==> config.mk <==
export PLATFORM = sky130hd
export DESIGN_NAME = updown_mod_counter
export DESIGN_NICKNAME = d
export VERILOG_FILES = /design/src/rtl/updown_mod_counter.sv
export SDC_FILE = /design/constraint.sdc
export NUM_CORES = 1
export LEC_CHECK = 0
export ABC_AREA = 0
export CAP_MARGIN = 30
export CORE_AREA = 3 3 40 42
export CTS_CLUSTER_DIAMETER = 30
export DETAILED_ROUTE_END_ITERATION = 8
export DIE_AREA = 0 0 43 45
export PLACE_DENSITY = 0.59
export RECOVER_POWER = 50
export SLEW_MARGIN = 0
export SYNTH_ARGS = -nofsm -noshare
export SYNTH_HDL_FRONTEND = slang
export SYNTH_SLANG_ARGS = --single-unit
==> constraint.sdc <==
create_clock -name CLK -period 2.4 [get_ports CLK]
set_clock_uncertainty 0.15 [all_clocks]
set_input_delay 0.48 -clock CLK [delete_from_list [all_inputs] [get_ports CLK]]
set_output_delay 0.48 -clock CLK [all_outputs]
set_load 0.05 [all_outputs]
==> src/rtl/updown_mod_counter.sv <==
// Up/down modulo counter with load, cascade terminal count and sticky wrap flag.
// Define UPDOWN_SAT_EN to make the counter saturate at its boundaries instead of wrapping.
module updown_mod_counter #(
    parameter int WIDTH  = 4,
    parameter int MODULO = 16
) (
    input  logic             CLK,
    input  logic             RST,
    input  logic             EN,
    input  logic             UP,
    input  logic             LOAD,
    input  logic [WIDTH-1:0] DIN,
    input  logic             CLR_WRAP,
    output logic [WIDTH-1:0] CNT,
    output logic             TC,
    output logic             WRAP
);

    localparam logic [WIDTH-1:0] MAX_VAL  = WIDTH'(MODULO - 1);
    localparam logic [WIDTH-1:0] ZERO_VAL = {WIDTH{1'b0}};
    localparam logic [WIDTH-1:0] ONE_VAL  = {{(WIDTH-1){1'b0}}, 1'b1};

    logic [WIDTH-1:0] cnt_r;
    logic [WIDTH-1:0] cnt_nxt_s;
    logic             wrap_r;
    logic             wrap_nxt_s;
    logic             at_max_s;
    logic             at_zero_s;
    logic             boundary_s;

    // Out-of-range load values collapse onto the top of the count range.
    function automatic logic [WIDTH-1:0] clamp_load(input logic [WIDTH-1:0] d);
        logic [WIDTH-1:0] r;
        if (d > MAX_VAL) begin
            r = MAX_VAL;
        end else begin
            r = d;
        end
        return r;
    endfunction

    assign at_max_s   = (cnt_r == MAX_VAL);
    assign at_zero_s  = (cnt_r == ZERO_VAL);
    // A load in the same cycle masks the boundary, so TC and boundary share one term.
    assign boundary_s = ~LOAD & EN & (UP ? at_max_s : at_zero_s);

    // Next-state selection: load, then enabled count, then hold.
    always_comb begin
        cnt_nxt_s  = cnt_r;
        wrap_nxt_s = wrap_r;
        if (LOAD) begin
            cnt_nxt_s = clamp_load(DIN);
            if (CLR_WRAP) begin
                wrap_nxt_s = 1'b0;
            end else begin
                wrap_nxt_s = wrap_r;
            end
        end else if (boundary_s) begin
            wrap_nxt_s = 1'b1;
`ifdef UPDOWN_SAT_EN
            cnt_nxt_s  = cnt_r;
`else
            cnt_nxt_s  = UP ? ZERO_VAL : MAX_VAL;
`endif
        end else begin
            if (EN) begin
                if (UP) begin
                    cnt_nxt_s = cnt_r + ONE_VAL;
                end else begin
                    cnt_nxt_s = cnt_r - ONE_VAL;
                end
            end else begin
                cnt_nxt_s = cnt_r;
            end
            if (CLR_WRAP) begin
                wrap_nxt_s = 1'b0;
            end else begin
                wrap_nxt_s = wrap_r;
            end
        end
    end

    // State registers with synchronous reset overriding every other control.
    always_ff @(posedge CLK) begin
        if (RST) begin
            cnt_r  <= ZERO_VAL;
            wrap_r <= 1'b0;
        end else begin
            cnt_r  <= cnt_nxt_s;
            wrap_r <= wrap_nxt_s;
        end
    end

    assign CNT  = cnt_r;
    assign WRAP = wrap_r;
    assign TC   = boundary_s;

endmodule

# Word level (Yosys, flattened, before mapping)
# Index checks and enable logic that the tools add are counted.
[op_classes] muxes=10 order_cmp=1 eq_ne=1 bitwise_logic=3 n_reduce_logical=2 add_sub_neg=2
[ops] operator="$mux W4" n=6
[ops] operator="$add A4 B1 Y4 const B" n=1
[ops] operator="$eq A4 B4 Y1 const B" n=1
[ops] operator="$gt A4 B4 Y1 const B" n=1
[ops] operator="$logic_not A4 Y1" n=1
[ops] operator="$mux W1" n=4
[ops] operator="$sub A4 B1 Y4 const B" n=1
[ops] operator="$reduce_bool A3 Y1" n=1
[ops] operator="$and A1 B1 Y1" n=2
[ops] operator="$not A1 Y1" n=1
[word_totals] inputBits=10 out_inout_bits=6 reg_bits=5 wordCells=21

# Longest topological paths before layout
[depth] word_depth=5 ltp_mapped=6 depth_no_buf=6

# Least setup slack after synthesis
# No wires, ideal clock.
[synth_timing] kind="flip-flop to output port" from="register cnt_r[0] (netlist: CNT[0])" to="output port TC" n_path_buf=1 arrival_ns=1.785 required_ns=1.770 stages_incl_launch_ff=5 path_slack_ns=-0.015 path_cell_list="dfxtp_1 buf_6 or4_1 mux2i_1 and2_1"
[synth_between] elab_chain_cells=3 elab_cells_between_ends=4 classes_between="1 x eq/ne; 1 x mux; 1 x bitwise; 1 x reduce/logical"
[synth_lines] element="from (decl)" line="23" text="logic [WIDTH-1:0] cnt_r;"
[synth_lines] element="from (signal assigned)" line="89" text="cnt_r <= cnt_nxt_s;"
[synth_lines] element="$eq A4 B4 Y1 or $logic_not A4 Y1 (tied branches)" line="42, 43"
[synth_lines] element="$mux W1 *" line="45" text="assign boundary_s = ~LOAD & EN & (UP ? at_max_s : at_zero_s);"
[synth_lines] element="$and A1 B1 Y1 *" line="45"
[synth_lines] element="to (decl)" line="15" text="output logic TC,"
# Mark *: on every way between the ends. The rest lies on a longest branch, timed or not.

# Worst setup path in the final report
[layout_timing] from="input port UP" to="output port TC"
[layout_between] elab_chain_cells=2
[layout_lines] element="from (decl)" line="10" text="input logic UP,"
[layout_lines] element="$mux W1" line="45"
[layout_lines] element="$and A1 B1 Y1" line="45"
# No other way between the ends.

==> summary.md <==
| Metric | Value |
|---|---|
| Slew @ Worst Pin | 0.500 ns |
| IO Port Bufs | 15 |
| Initial antenna violation count | 0 |
| Die width | 43 um |
| Clk_lat worst skew | 0.25 ns |
| Cell area after layout | 637 sq um |
| H-Tree Depth | 1 |
| Grt total ovfl | 0 |
| Area occupied by multi-input gates | 289 sq um |
| FFs w/ async S/R, synth | 0 |
| Synth Flop Type | dfxtp_1 |
| Hold Path Stages | 3 |
| Detailed-route via count | 442 |
| CP endpoint kind | output port |
| Final min period | 2.32 ns |
| Die area | 0.00194 sq mm |
| 1st-iter DRT viols | 5 |
| Peak VDD IR | 299 uV |
| Clock sink count | 5 |
| CP Max Fanout | 6 |
| CTS max path bufs | 2 |
| Final setup vio count | 0 |
| Routed wl met3 | 86 um |
| RSZ-0062 raised after global routing | no |
| R2R cell count | 5 |
| Cell area after synthesis | 418 sq um |
| Post-Syn Nets | 68 |
| Vias/cell | 4.91 |
| WL met2 | 462 um |
| Final slew viol count | 0 |
| Remaining routing DRC violations | 0 |
| DP Wirelength | 808 um |
| Final Hold Viols | 0 |
| WP data arrival | 1.69 ns |
| Total CTS buffers | 3 |
| #FFs+latches synth | 5 |
| Final period util | 0.967 |
| Filler cell count in the final layout | 138 |
| Setup TNS | 0 ns |
| Area grow syn2layout | 52.4% |
| Worst reg2reg startpoint | CNT[2]$_SDFFE_PP0P_ |
| Global-route wire length before repair | 1760 um |
| DR WL/cell | 11.7 um |
| CP Class | input pin to output port |
| Lkg Pwr | 0.000268 uW |
| Leading post-synthesis cells by cell area | dfxtp_1, a21oi_1, nor2_1, ha_1, a211oi_1 |
| Routed WL | 1050 um |
| CP required | 1.77 ns |
| I/O Pins | 16 |
| Nets@finish | 89 |
| Uppermost routed layer | met3 |
| Num rows | 13 |
| Die Y | 45 um |
| Post-route ant nets | 0 |
| Slew HR | 0.666 |
| Most frequent cells after synthesis | nor2_1, a21oi_1, dfxtp_1 |
| Worst setup SP type | input pin |
| Class of the worst hold path | register to register |
| Core Box Area | 0.00128 sq mm |
| Hold path endpoint | WRAP$_SDFF_PP0_ |
| Number of synthesized flops with an enable pin | 0 |
| Root buffer cell | clkbuf_4 |
| Status | complete, no violations |
| GRT Util Overall | 0.123 |
| Max-cap violations | 0 |
| Metal-1 WL | 503 um |
| Cell Area, Placed | 613 sq um |
| Largest net degree at the start of global routing | 10 |
| Top-count cell post-synth | nor2_1 |
| Avg Inst Size Synth | 7.60 sq um |
| Starting Density | 0.325 |
| Synth Instances | 55 |
| Clk slew on worst S/H paths | 0.04 ns |
| Reg2reg end | CNT[3]$_SDFFE_PP0P_ |
| FF/Latch Area | 103 sq um |
| Yosys top cell area share | 0.240 |
| GP Congestion | 0.690 |
| Worst reg2reg setup slack | 0.73 ns |
| Synth Warn # | 0 |
| Seq/Total Area, Yosys | 0.240 |
| Ratio of cells with drive above 1 in the final layout | 0.147 |
| Library cells used by synthesis | 26 |
| Vias in the first global route | 411 |
| Pwr Density | 503 mW/mm^2 |
| DRT Pass-1 Iters | 3 |
| CTS tree | built |
| Yosys top cell by area | dfxtp_1 |
| Antenna cells | 0 |
| Worst Min Path Start | WRAP$_SDFF_PP0_ |
| Max Freq | 0.431 GHz |
[critical path, stage by stage]
cell and delay, ns:
dlygate4sd2_1 0.29, or4_1 0.40, mux2i_1 0.18, and2_2 0.20, buf_12 0.13
[routing by layer]
| metal | up-vias | GRT usage |
|---|---|---|
| met4 | 0 | 0.0361 |
| met5 | - | 0 |
| met3 | 0 | 0.0518 |
| met2 | 14 | 0.180 |
| li1 | 235 | - |
| met1 | 193 | 0.165 |
[report_power, final]
part	internal [uW]	switching [uW]
combinational	55.6	62.9
sequential	90.3	13.8
clock	62.9	35.1
[repair_timing]
| item | 4_1_cts | 5_1_grt |
|---|---|---|
| pin swaps | 0 | 0 |
| endpoints found under the hold margin | 0 | 0 |
| buffers inserted | 0 | 0 |
| cloned | 0 | 0 |
| setup endpoints to repair | 1 | 1 |
| gates resized for setup | 1 | 2 |
| hold buffers | 0 | 0 |
[through the flow]
step           std cells  total power (uW)   util  hold WS [ns]  setup slack, ns
2_1_floorplan         55               181      -         0.402            0.111
3_3_place_gp          86               224  0.477         0.439           -0.130
3_5_place_dp          86               225  0.477         0.462           -0.147
4_1_cts               90               325  0.497         0.465           0.0766
5_1_grt               90               348  0.496         0.532          0.00126
6_report              90               321  0.496         0.450           0.0789
[state kept, by name, summed over array words and instances, names as in the netlist]
register	count
CNT	4
WRAP	1
[kinds of logic (layout without fill, tap and decap cells)]
family,after synthesis,count (layout),share of synthesized area
compound gates,13,13,0.201
xor+xnor,2,2,0.0419
fa+ha+maj,3,3,0.108
buf+inv,6,26,0.0719
flops,5,5,0.240
mux,2,2,0.0479
simple gates,24,24,0.290
[layout make-up]
type / count / share of cell area
Clock buffer: 4 / 0.0413
Tap cell: 15 / 0.0295
Sequential cell: 5 / 0.161
Timing Repair Buffer: 20 / 0.303
Inverter: 2 / 0.0118
Multi-Input combinational cell: 44 / 0.454
[placed cells by master (no fill, tap or decap), types with 3 or more instances in the layout]
master / count
a211oi_1: 3
a21oi_1: 6
buf_4: 4
clkbuf_4: 3
clkdlybuf4s50_1: 12
dfxtp_1: 3
nand2_1: 4
nand3_1: 3
nor2_1: 8
[worst max path at each step]
stage	from	end	slack, ns
2_1_floorplan	CNT[0]$_SDFFE_PP0P_	TC	0.11
3_3_place_gp	UP	TC	-0.13
3_5_place_dp	UP	TC	-0.15
4_1_cts	UP	TC	0.08
5_1_grt	UP	TC	0.001
6_report	UP	TC	0.08
No activity file was read; power rests on OpenSTA's default activity.
